===== src/rtl/program_loader_if.sv =====
// Host byte stream plus program-memory write port of the program loader.
// The loader attaches through the slave modport; the host/memory side uses master.
interface program_loader_if #(
  parameter int WORD_WIDTH = 16,
  parameter int ADDR_WIDTH = 8
);
  logic                  in_valid;
  logic [7:0]            in_data;
  logic                  in_ready;
  logic                  mem_we;
  logic [ADDR_WIDTH-1:0] mem_addr;
  logic [WORD_WIDTH-1:0] mem_wdata;

  modport master (
    output in_valid,
    output in_data,
    input  in_ready,
    input  mem_we,
    input  mem_addr,
    input  mem_wdata
  );

  modport slave (
    input  in_valid,
    input  in_data,
    output in_ready,
    output mem_we,
    output mem_addr,
    output mem_wdata
  );
endinterface


===== src/rtl/program_loader.sv =====
// Framed byte-stream writer for program memory; holds the CPU in reset while loading.
// Define LOADER_CHECKSUM_EN to require a trailing XOR checksum byte per frame.
module program_loader #(
  parameter int WORD_WIDTH = 16,
  parameter int ADDR_WIDTH = 8
) (
  input  logic            clk,
  input  logic            rst,
  program_loader_if.slave bus,
  output logic            cpu_rst,
  output logic            done,
  output logic            error
);

  localparam int BYTES = WORD_WIDTH / 8;
  localparam int BCW   = (BYTES > 1) ? $clog2(BYTES) : 1;
  localparam logic [7:0]  HEADER = 8'hA5;
  localparam logic [16:0] CAP    = 17'(2 ** ADDR_WIDTH);

  typedef enum logic [2:0] {
    IDLE,
    LEN_HI,
    LEN_LO,
    DATA,
    CHECK,
    DONE,
    ERR
  } state_t;

  // State entered once the payload (or an empty frame) has been consumed.
`ifdef LOADER_CHECKSUM_EN
  localparam state_t TAIL = CHECK;
`else
  localparam state_t TAIL = DONE;
`endif

  state_t state_reg;
  state_t state_next;

  logic [15:0]           len_reg;
  logic [BCW-1:0]        byte_cnt_reg;
  logic [16:0]           word_idx_reg;
  logic                  mem_we_reg;
  logic [ADDR_WIDTH-1:0] mem_addr_reg;
  logic [WORD_WIDTH-1:0] mem_wdata_reg;
  logic                  cpu_rst_reg;
  logic                  done_reg;
  logic                  error_reg;
`ifdef LOADER_CHECKSUM_EN
  logic [7:0]            cks_reg;
`endif

  logic                  accept;
  logic                  start_frame;
  logic                  write_word;
  logic                  word_last;
  logic                  frame_last;
  logic [15:0]           len_full;
  logic [WORD_WIDTH-1:0] word_shift;

  assign bus.in_ready  = ~rst & (state_reg != DONE);
  assign accept        = bus.in_valid & bus.in_ready;
  assign len_full      = {len_reg[15:8], bus.in_data};
  assign word_last     = (byte_cnt_reg == BCW'(BYTES - 1));
  assign frame_last    = word_last && (word_idx_reg == (17'(len_reg) - 17'd1));

  assign bus.mem_we    = mem_we_reg;
  assign bus.mem_addr  = mem_addr_reg;
  assign bus.mem_wdata = mem_wdata_reg;
  assign cpu_rst       = cpu_rst_reg;
  assign done          = done_reg;
  assign error         = error_reg;

  // word_shift is the word as it stands once the byte on in_data is appended.
  generate
    if (BYTES == 1) begin : g_single
      assign word_shift = bus.in_data;
    end else begin : g_multi
      logic [WORD_WIDTH-9:0] head_reg;

      always_ff @(posedge clk) begin
        if (rst) begin
          head_reg <= '0;
        end else if (accept && state_reg == DATA) begin
          head_reg <= word_shift[WORD_WIDTH-9:0];
        end
      end

      assign word_shift = {head_reg, bus.in_data};
    end
  endgenerate

  always_ff @(posedge clk) begin
    if (rst) begin
      state_reg <= IDLE;
    end else begin
      state_reg <= state_next;
    end
  end

  always_comb begin
    state_next  = state_reg;
    start_frame = 1'b0;
    write_word  = 1'b0;
    case (state_reg)
      IDLE, ERR: begin
        if (accept && bus.in_data == HEADER) begin
          state_next  = LEN_HI;
          start_frame = 1'b1;
        end
      end
      LEN_HI: begin
        if (accept) begin
          state_next = LEN_LO;
        end
      end
      LEN_LO: begin
        if (accept) begin
          if ({1'b0, len_full} > CAP) begin
            state_next = ERR;
          end else if (len_full == 16'd0) begin
            state_next = TAIL;
          end else begin
            state_next = DATA;
          end
        end
      end
      DATA: begin
        if (accept && word_last) begin
          write_word = 1'b1;
          if (frame_last) begin
            state_next = TAIL;
          end
        end
      end
`ifdef LOADER_CHECKSUM_EN
      CHECK: begin
        if (accept) begin
          state_next = (bus.in_data == cks_reg) ? DONE : ERR;
        end
      end
`endif
      DONE: begin
        state_next = IDLE;
      end
      default: begin
        state_next = IDLE;
      end
    endcase
  end

  always_ff @(posedge clk) begin
    if (rst) begin
      len_reg       <= '0;
      byte_cnt_reg  <= '0;
      word_idx_reg  <= '0;
      mem_we_reg    <= 1'b0;
      mem_addr_reg  <= '0;
      mem_wdata_reg <= '0;
      cpu_rst_reg   <= 1'b1;
      done_reg      <= 1'b0;
      error_reg     <= 1'b0;
`ifdef LOADER_CHECKSUM_EN
      cks_reg       <= '0;
`endif
    end else begin
      mem_we_reg <= 1'b0;

      if (start_frame) begin
        len_reg      <= '0;
        byte_cnt_reg <= '0;
        word_idx_reg <= '0;
        done_reg     <= 1'b0;
        error_reg    <= 1'b0;
`ifdef LOADER_CHECKSUM_EN
        cks_reg      <= '0;
`endif
      end

      if (accept) begin
        case (state_reg)
          LEN_HI: begin
            len_reg[15:8] <= bus.in_data;
`ifdef LOADER_CHECKSUM_EN
            cks_reg       <= cks_reg ^ bus.in_data;
`endif
          end
          LEN_LO: begin
            len_reg[7:0] <= bus.in_data;
`ifdef LOADER_CHECKSUM_EN
            cks_reg      <= cks_reg ^ bus.in_data;
`endif
          end
          DATA: begin
            byte_cnt_reg <= word_last ? '0 : byte_cnt_reg + BCW'(1);
`ifdef LOADER_CHECKSUM_EN
            cks_reg      <= cks_reg ^ bus.in_data;
`endif
          end
          default: begin
          end
        endcase
      end

      // The write strobe lands in the cycle right after the word's last byte.
      if (write_word) begin
        mem_we_reg    <= 1'b1;
        mem_addr_reg  <= word_idx_reg[ADDR_WIDTH-1:0];
        mem_wdata_reg <= word_shift;
        word_idx_reg  <= word_idx_reg + 17'd1;
      end

      if (state_next == DONE) begin
        done_reg <= 1'b1;
      end
      if (state_next == ERR) begin
        error_reg <= 1'b1;
      end

      // CPU is released only the cycle after a successful DONE.
      if (state_next inside {LEN_HI, LEN_LO, DATA, CHECK, ERR}) begin
        cpu_rst_reg <= 1'b1;
      end else if (state_reg == DONE) begin
        cpu_rst_reg <= 1'b0;
      end
    end
  end

endmodule


===== src/flat_wrapper.sv =====
// flat-port wrapper written by rule: the top's interface ports become plain ports
module program_loader_flat 
#(
  parameter int WORD_WIDTH = 16,
  parameter int ADDR_WIDTH = 8
)
  (clk, rst, cpu_rst, done, error, bus_in_valid, bus_in_data, bus_in_ready, bus_mem_we, bus_mem_addr, bus_mem_wdata);
  program_loader_if #(.WORD_WIDTH(WORD_WIDTH), .ADDR_WIDTH(ADDR_WIDTH)) bus_i ();
  input  logic clk;
  input  logic rst;
  output logic cpu_rst;
  output logic done;
  output logic error;
  input wire logic [$bits(bus_i.in_valid)-1:0] bus_in_valid;
  input wire logic [$bits(bus_i.in_data)-1:0] bus_in_data;
  output wire logic [$bits(bus_i.in_ready)-1:0] bus_in_ready;
  output wire logic [$bits(bus_i.mem_we)-1:0] bus_mem_we;
  output wire logic [$bits(bus_i.mem_addr)-1:0] bus_mem_addr;
  output wire logic [$bits(bus_i.mem_wdata)-1:0] bus_mem_wdata;
  assign bus_i.in_valid = bus_in_valid;
  assign bus_i.in_data = bus_in_data;
  assign bus_in_ready = bus_i.in_ready;
  assign bus_mem_we = bus_i.mem_we;
  assign bus_mem_addr = bus_i.mem_addr;
  assign bus_mem_wdata = bus_i.mem_wdata;
  program_loader #(.WORD_WIDTH(WORD_WIDTH), .ADDR_WIDTH(ADDR_WIDTH)) u_core (.clk(clk), .rst(rst), .bus(bus_i), .cpu_rst(cpu_rst), .done(done), .error(error));
endmodule

===== config.mk =====
export PLATFORM = sky130hd
export DESIGN_NAME = program_loader_flat
export DESIGN_NICKNAME = d
export VERILOG_FILES = /design/src/rtl/program_loader_if.sv /design/src/rtl/program_loader.sv /design/src/flat_wrapper.sv
export SDC_FILE = /design/constraint.sdc
export NUM_CORES = 1
export LEC_CHECK = 0
export CORE_MARGIN = 1
export CORE_UTILIZATION = 38
export CTS_CLUSTER_DIAMETER = 60
export CTS_CLUSTER_SIZE = 12
export DETAILED_ROUTE_END_ITERATION = 6
export GPL_ROUTABILITY_DRIVEN = 0
export PLACE_DENSITY = 0.66
export SYNTH_ARGS = -nofsm -noshare
export SYNTH_HDL_FRONTEND = slang
export SYNTH_SLANG_ARGS = --single-unit
export TNS_END_PERCENT = 10

===== constraint.sdc =====
create_clock -name clk -period 8.03 [get_ports clk]
set_clock_uncertainty 0.15 [all_clocks]
set_input_delay 0.803 -clock clk [delete_from_list [all_inputs] [get_ports clk]]
set_output_delay 0.803 -clock clk [all_outputs]
set_load 0.02 [all_outputs]

# Word-level counts from Yosys, hierarchy flattened
# Index checks and enable logic that the tools add are counted.
[classes] n_lt_le_gt_ge=1 addsub=3 n_eq_ne=14 reduce_logical=12 n_mux=26 bitwise=3
[ops] cell="$mux 17" count=2
[ops] cell="$mux 16" count=2
[ops] cell="$mux 3" count=7
[ops] cell="$add 17x1->17 const B" count=1
[ops] cell="$eq 17x17->1" count=1
[ops] cell="$sub 16x1->17 const B" count=1
[ops] cell="$gt 16x9->1 const B" count=1
[ops] cell="$logic_not 16->1" count=1
[ops] cell="$mux 8" count=2
[ops] cell="$eq 3x3->1 const B" count=5
[ops] cell="$eq 3x2->1 const B" count=4
[ops] cell="$mux 1" count=12
[ops] cell="$pmux 3 s4" count=1
[ops] cell="$eq 8x8->1 const B" count=1
[ops] cell="$eq 3x1->1 const B" count=2
[ops] cell="$reduce_bool 2->1" count=3
[ops] cell="$reduce_bool 5->1" count=1
[ops] cell="$logic_and 1x1->1" count=4
[ops] cell="$reduce_or 2->1" count=2
[ops] cell="$logic_not 3->1" count=1
[ops] cell="$ne 3x3->1 const B" count=1
[ops] cell="$and 1x1->1" count=2
[ops] cell="$add 1x1->1 const B" count=1
[ops] cell="$not 1->1" count=1
[totals] word_cells=70 regBits=73 in_bits=11 out_inout_bits=29

# Logic depth before layout (Yosys ltp)
[logic_depth] word_depth=9 mapped_depth=8 mapped_depth_nobuf=8

# Worst setup path before layout
# OpenSTA, ideal clock, no wires.
[synth_timing] path_type="reg-to-reg" start="register u_core.len_reg[0]" end="register u_core.cpu_rst_reg (netlist: u_core.cpu_rst)" n_path_buf=0 path_stages_with_launch=9 setup_time_ns=0.116 period_less_slack_ns=2.993 setup_slack_ns=5.037 t_arrival_ns=2.728 path_cell_list="dfxtp_1 inv_1 ha_1 or3b_2 or4_1 a211o_1 a32o_1 or4_4 a31o_1"
[synth_between] elab_chain_cells=9 elab_cells_between_ends=13 cone_classes="add/sub: 1; eq/ne: 6; mux: 3; reduce/logical: 3"
[synth_rtl] item="start, declared" line_no="program_loader.sv:40" source="logic [15:0] len_reg;"
[synth_rtl] item="start signal, assigned" line_no="program_loader.sv:189" source="len_reg[7:0] <= bus.in_data;"
[synth_rtl] item="$sub 16x1->17 *" line_no="program_loader.sv:65" source="assign frame_last = word_last && (word_idx_reg == (17'(len_reg) - 17'd1));"
[synth_rtl] item="$eq 17x17->1 *" line_no="program_loader.sv:65"
[synth_rtl] item="$logic_and 1x1->1 *" line_no="program_loader.sv:65"
[synth_rtl] item="$mux 3 *" line_no="program_loader.sv:131" source="if (frame_last) begin"
[synth_rtl] item="$mux 3 *" line_no="program_loader.sv:129" source="if (accept && word_last) begin"
[synth_rtl] item="$pmux 3 s4 *" line_no="program_loader.sv:105" source="case (state_reg)"
[synth_rtl] item="$eq 3x1->1, or another cell as far along" line_no="program_loader.sv:221" source="if (state_next inside {LEN_HI, LEN_LO, DATA, CHECK, ERR}) begin"
[synth_rtl] item="$reduce_bool 5->1 *" line_no="program_loader.sv:221"
[synth_rtl] item="$reduce_or 2->1 (no line) *"
[synth_rtl] item="end signal, assigned" line_no="program_loader.sv:160" source="cpu_rst_reg <= 1'b1;"
[synth_rtl] item="end signal, assigned" line_no="program_loader.sv:222" source="cpu_rst_reg <= 1'b1;"
[synth_rtl] item="end signal, assigned" line_no="program_loader.sv:224" source="cpu_rst_reg <= 1'b0;"
[synth_rtl] item="end, declared" line_no="program_loader.sv:46" source="logic cpu_rst_reg;"
# Every way passes the cells marked *; elsewhere a longest branch is shown, timed or not.
# A chain may end at the register's enable or synchronous reset.

# Final worst setup path
[layout_timing] start="input bus_in_data[3]" end="register u_core.cpu_rst_reg (netlist: u_core.cpu_rst)"
[layout_between] elab_chain_cells=8 elab_cells_between_ends=16 cone_classes="order compare: 1; eq/ne: 6; mux: 5; reduce/logical: 4"
[layout_rtl] item="start, declared" line_no="flat_wrapper.sv:15" source="input wire logic [$bits(bus_i.in_data)-1:0] bus_in_data;"
[layout_rtl] item="branches (longest 4 deep; another with $gt 16x9->1)"
[layout_rtl] item="$pmux 3 s4 *" line_no="program_loader.sv:105"
[layout_rtl] item="$eq 3x1->1, or another cell as far along" line_no="program_loader.sv:221"
[layout_rtl] item="$reduce_bool 5->1 *" line_no="program_loader.sv:221"
[layout_rtl] item="$reduce_or 2->1 (no line) *"
# Mark *: on every way between the ends.

==> impl_metrics.csv <==
group,metric,value,unit
synthesis,synth-simple-area-share,0.3367,
floorplan,rows,35,
grt,overflow,0,
power,powerDensity,164.3,mW/mm2
synthesis,synth_compound_area_frac,0.1153,
final_layout,ff_latch_area,0.001461,mm2
routing,firstDrtPassIters,4,
final_layout,stdcell_count,589,
run,max_cap_viol_count,0,
grt,grt_pass1_wl,15790,um
floorplan,ios,40,
worst_setup_path,crit_family,"simple AND/OR/NAND/NOR gates",
final_layout,largest_reg_flops,17,
sta,slew_violations,0,
synthesis,synth.distinct_cells,51,
sta,fin_crit,3.919,ns
routing,wl_per_cell,15.83,um
final_layout,area_delta_synth_final,18.11,%
synthesis,synth_edf_count,0,
synthesis,synth_mux_area_frac,0.04074,
routing,drt-initial-drc-count,218,
final_layout,multi_input_comb_area,0.001988,mm2
floorplan,core_area,0.009196,mm2
cts,clk_pin_slew,0.08,ns
floorplan,die_area,0.009850,mm2
synthesis,ys_ff_latch,73,
cts,cts_buffers,9,
synthesis,syn_nets,462,
sta,setup_viol,0,
floorplan,die-width,99.25,um
power,cellLeakagePower,0.001637,uW
sta,finalCritPeriodShare,0.4880,
routing,drc_errors,0,
sta,hold_violations,0,
synthesis,synthArstFlopShare,0,
worst_setup_path,crit_chain,"clkdlybuf4s50_1 > or4_1 > nor4_1 > nand3_1 > nand3_1 > o21ai_0 > a31o_1",
synthesis,ys_warn_count,0,
sta,finalSetupTns,0,ns
cts,cts_tree,"built",
sta,worst_pin_slew,1.094,ns
placement,dpl.cell_count,574,
grt,grt_pass1_vias,3186,
synthesis,synth_most_common_cell,"nand2_1",
cts,cts_root_buffer,"clkbuf_8",
synthesis,ys_seq_area_frac,0.4067,
cts,clock-sinks,73,
final_layout,final_net_count,487,
cts,hold_buffers,0,
worst_setup_path,slowest_delay,0.88,ns
worst_setup_path,end_kind,"flop",
cts,clk_path_buf_depth,2,
cts,clk-insertion-delay-late,0.34,ns
synthesis,synth_top_family_by_area,"simple AND/OR/NAND/NOR gates",
worst_setup_path,critPathSlowestCell,"nand3_1",
grt,antenna_found_initial,0,
routing,wl,9322,um
worst_setup_path,critPathMaxFanout,28,
placement,dpl.hpwl,6223,um
worst_setup_path,required,8.12,ns
routing,via_count,3301,
synthesis,synth-xor-area-share,0.05362,
floorplan,start_util,0.3907,
synthesis,yosys-top-cells-area,"dfxtp_1 (41%), nand2_1 (7.8%), nand3b_1 (5.8%)",
floorplan,die_h,99.25,um
worst_setup_path,critPathKind,"primary input to flop",
worst_setup_path,cp.buffers_inverters,1,
routing,postRouteAntennaNets,0,
final_layout,fillers,908,
synthesis,avgSynthCellArea,8.003,um2
power,ir_worst_vdd,92.30,uV
min_path,hold_class,"flop to flop",
synthesis,synth_top_area_cell,"dfxtp_1",
sta,rsz0062_at_grt,"no",
status,outcome,"completed",
sta,fmax,255.2,MHz
cts,htree_levels,3,
synthesis,synth_top_cell_area_share,0.4067,
synthesis,synth_fa_ha_area_frac,0.006964,
synthesis,netlist_area,0.003593,mm2
sta,slew_headroom,0.2688,
final_layout,layout-drive-gt1-share,0.06276,
synthesis,synth-main-ff-cell,"dfxtp_1",
worst_setup_path,crit_arrival,4.01,ns
placement,io_buffers,39,
grt,grt_start_max_net_pins,77,
worst_setup_path,worstSetupStartpointType,"primary input",
final_layout,insertedDiodeCount,0,
cts,post_cts_buffers,0,
synthesis,synthTopCellsByCount,"nand2_1 (75), dfxtp_1 (73), nor2_1 (43)",
routing,vias_per_cell,5.604,
cts,cts_resized,0,
grt,grt_usage,0.2022,
synthesis,synthesis.instances,449,
worst_setup_path,cpMostUsedCell,"nand3_1",
-- per-layer routing --
metal  global-route usage  up-vias  part of all wire
li1                     -     1627                 -
met1               0.2599     1554              0.46
met2               0.3200      105              0.47
met3              0.05411       15             0.056
met4              0.08597        0             0.022
met5                    0        -                 0
-- cells in the final DEF, fill, tap and decap left out, types with 2 or more instances in the layout --
master | Yosys | layout
a2111oi_0 | 2 | 2
a211oi_1 | 3 | 3
a21oi_1 | 27 | 27
a31oi_1 | 6 | 6
and2_1 | 2 | 2
and3_1 | 8 | 8
buf_4 | 0 | 3
bufinv_16 | 0 | 2
clkbuf_1 | 26 | 2
clkbuf_8 | 0 | 10
clkdlybuf4s50_1 | 0 | 38
dfxtp_1 | 73 | 73
ha_1 | 2 | 2
inv_1 | 10 | 10
mux2_2 | 5 | 5
mux2i_1 | 9 | 9
nand2_1 | 75 | 75
nand2b_1 | 2 | 2
nand3_1 | 23 | 23
nand3b_1 | 28 | 28
nand4_1 | 4 | 4
nor2_1 | 43 | 43
nor2b_1 | 2 | 2
nor3_1 | 6 | 6
nor3b_1 | 4 | 4
nor4_1 | 10 | 10
o211a_1 | 2 | 2
o211ai_1 | 3 | 3
o21a_1 | 2 | 2
o21ai_0 | 10 | 10
or2_2 | 3 | 3
or3_1 | 8 | 8
or4_1 | 8 | 8
or4_4 | 2 | 2
xnor2_1 | 15 | 15
xor2_1 | 7 | 7
-- cell families (layout without fill, tap and decap cells) --
group | after synthesis | count (layout)
AOI/OAI and AO/OA | 66 | 66
adders and majority gates | 2 | 2
xor gates and xnor gates | 22 | 22
buffers and inverters | 38 | 67
and+or+nand+nor | 234 | 234
DFF | 73 | 73
muxes | 14 | 14
-- cell type report --
class                      instances  share of cell area
clock buffer                      12             0.03420
clock inverter                     3             0.01533
inverter                          10            0.008844
multi-input combinational        338              0.4685
sequential                        73              0.3443
tap                              111             0.03272
timing repair buffer              42             0.09611
-- worst paths after layout --
check                        startpoint                        to  slack (ns)  cells after the start
max                      bus_in_data[3]            u_core.cpu_rst        4.11                      7
min          u_core.g_multi.head_reg[4]  u_core.bus.mem_wdata[12]        0.29                      2
max reg2reg           u_core.len_reg[0]            u_core.cpu_rst        4.81                      8
min reg2reg  u_core.g_multi.head_reg[4]  u_core.bus.mem_wdata[12]        0.29                      2
-- report_power, final --
group / total [uW] / internal, uW / switching [uW]
clock: 316 / 182 / 134
sequential: 362 / 362 / 0.0293
combinational: 19.4 / 7.72 / 11.7
-- per-stage QoR --
step	total power (uW)	setup WS [ns]	hold WS [ns]	utilization	cell area, um2
2_1_floorplan	378.6	5.037	0.2653	-	3593
3_5_place_dp	389.4	3.802	0.2829	0.4386	4034
4_1_cts	703.7	4.173	0.2902	0.4615	4244
3_3_place_gp	389.4	3.940	0.2820	0.4386	4034
6_report	697.4	4.111	0.2939	0.4615	4244
5_1_grt	723.5	3.955	0.3198	0.4615	4244
-- tightest hold or removal path, cell delays in order, from the launching register on --
cell     delay [ns]
dfxtp_1        0.31
nand2_1        0.05
nand2_1        0.04
Note: power is estimated with default switching activity, not from simulation.
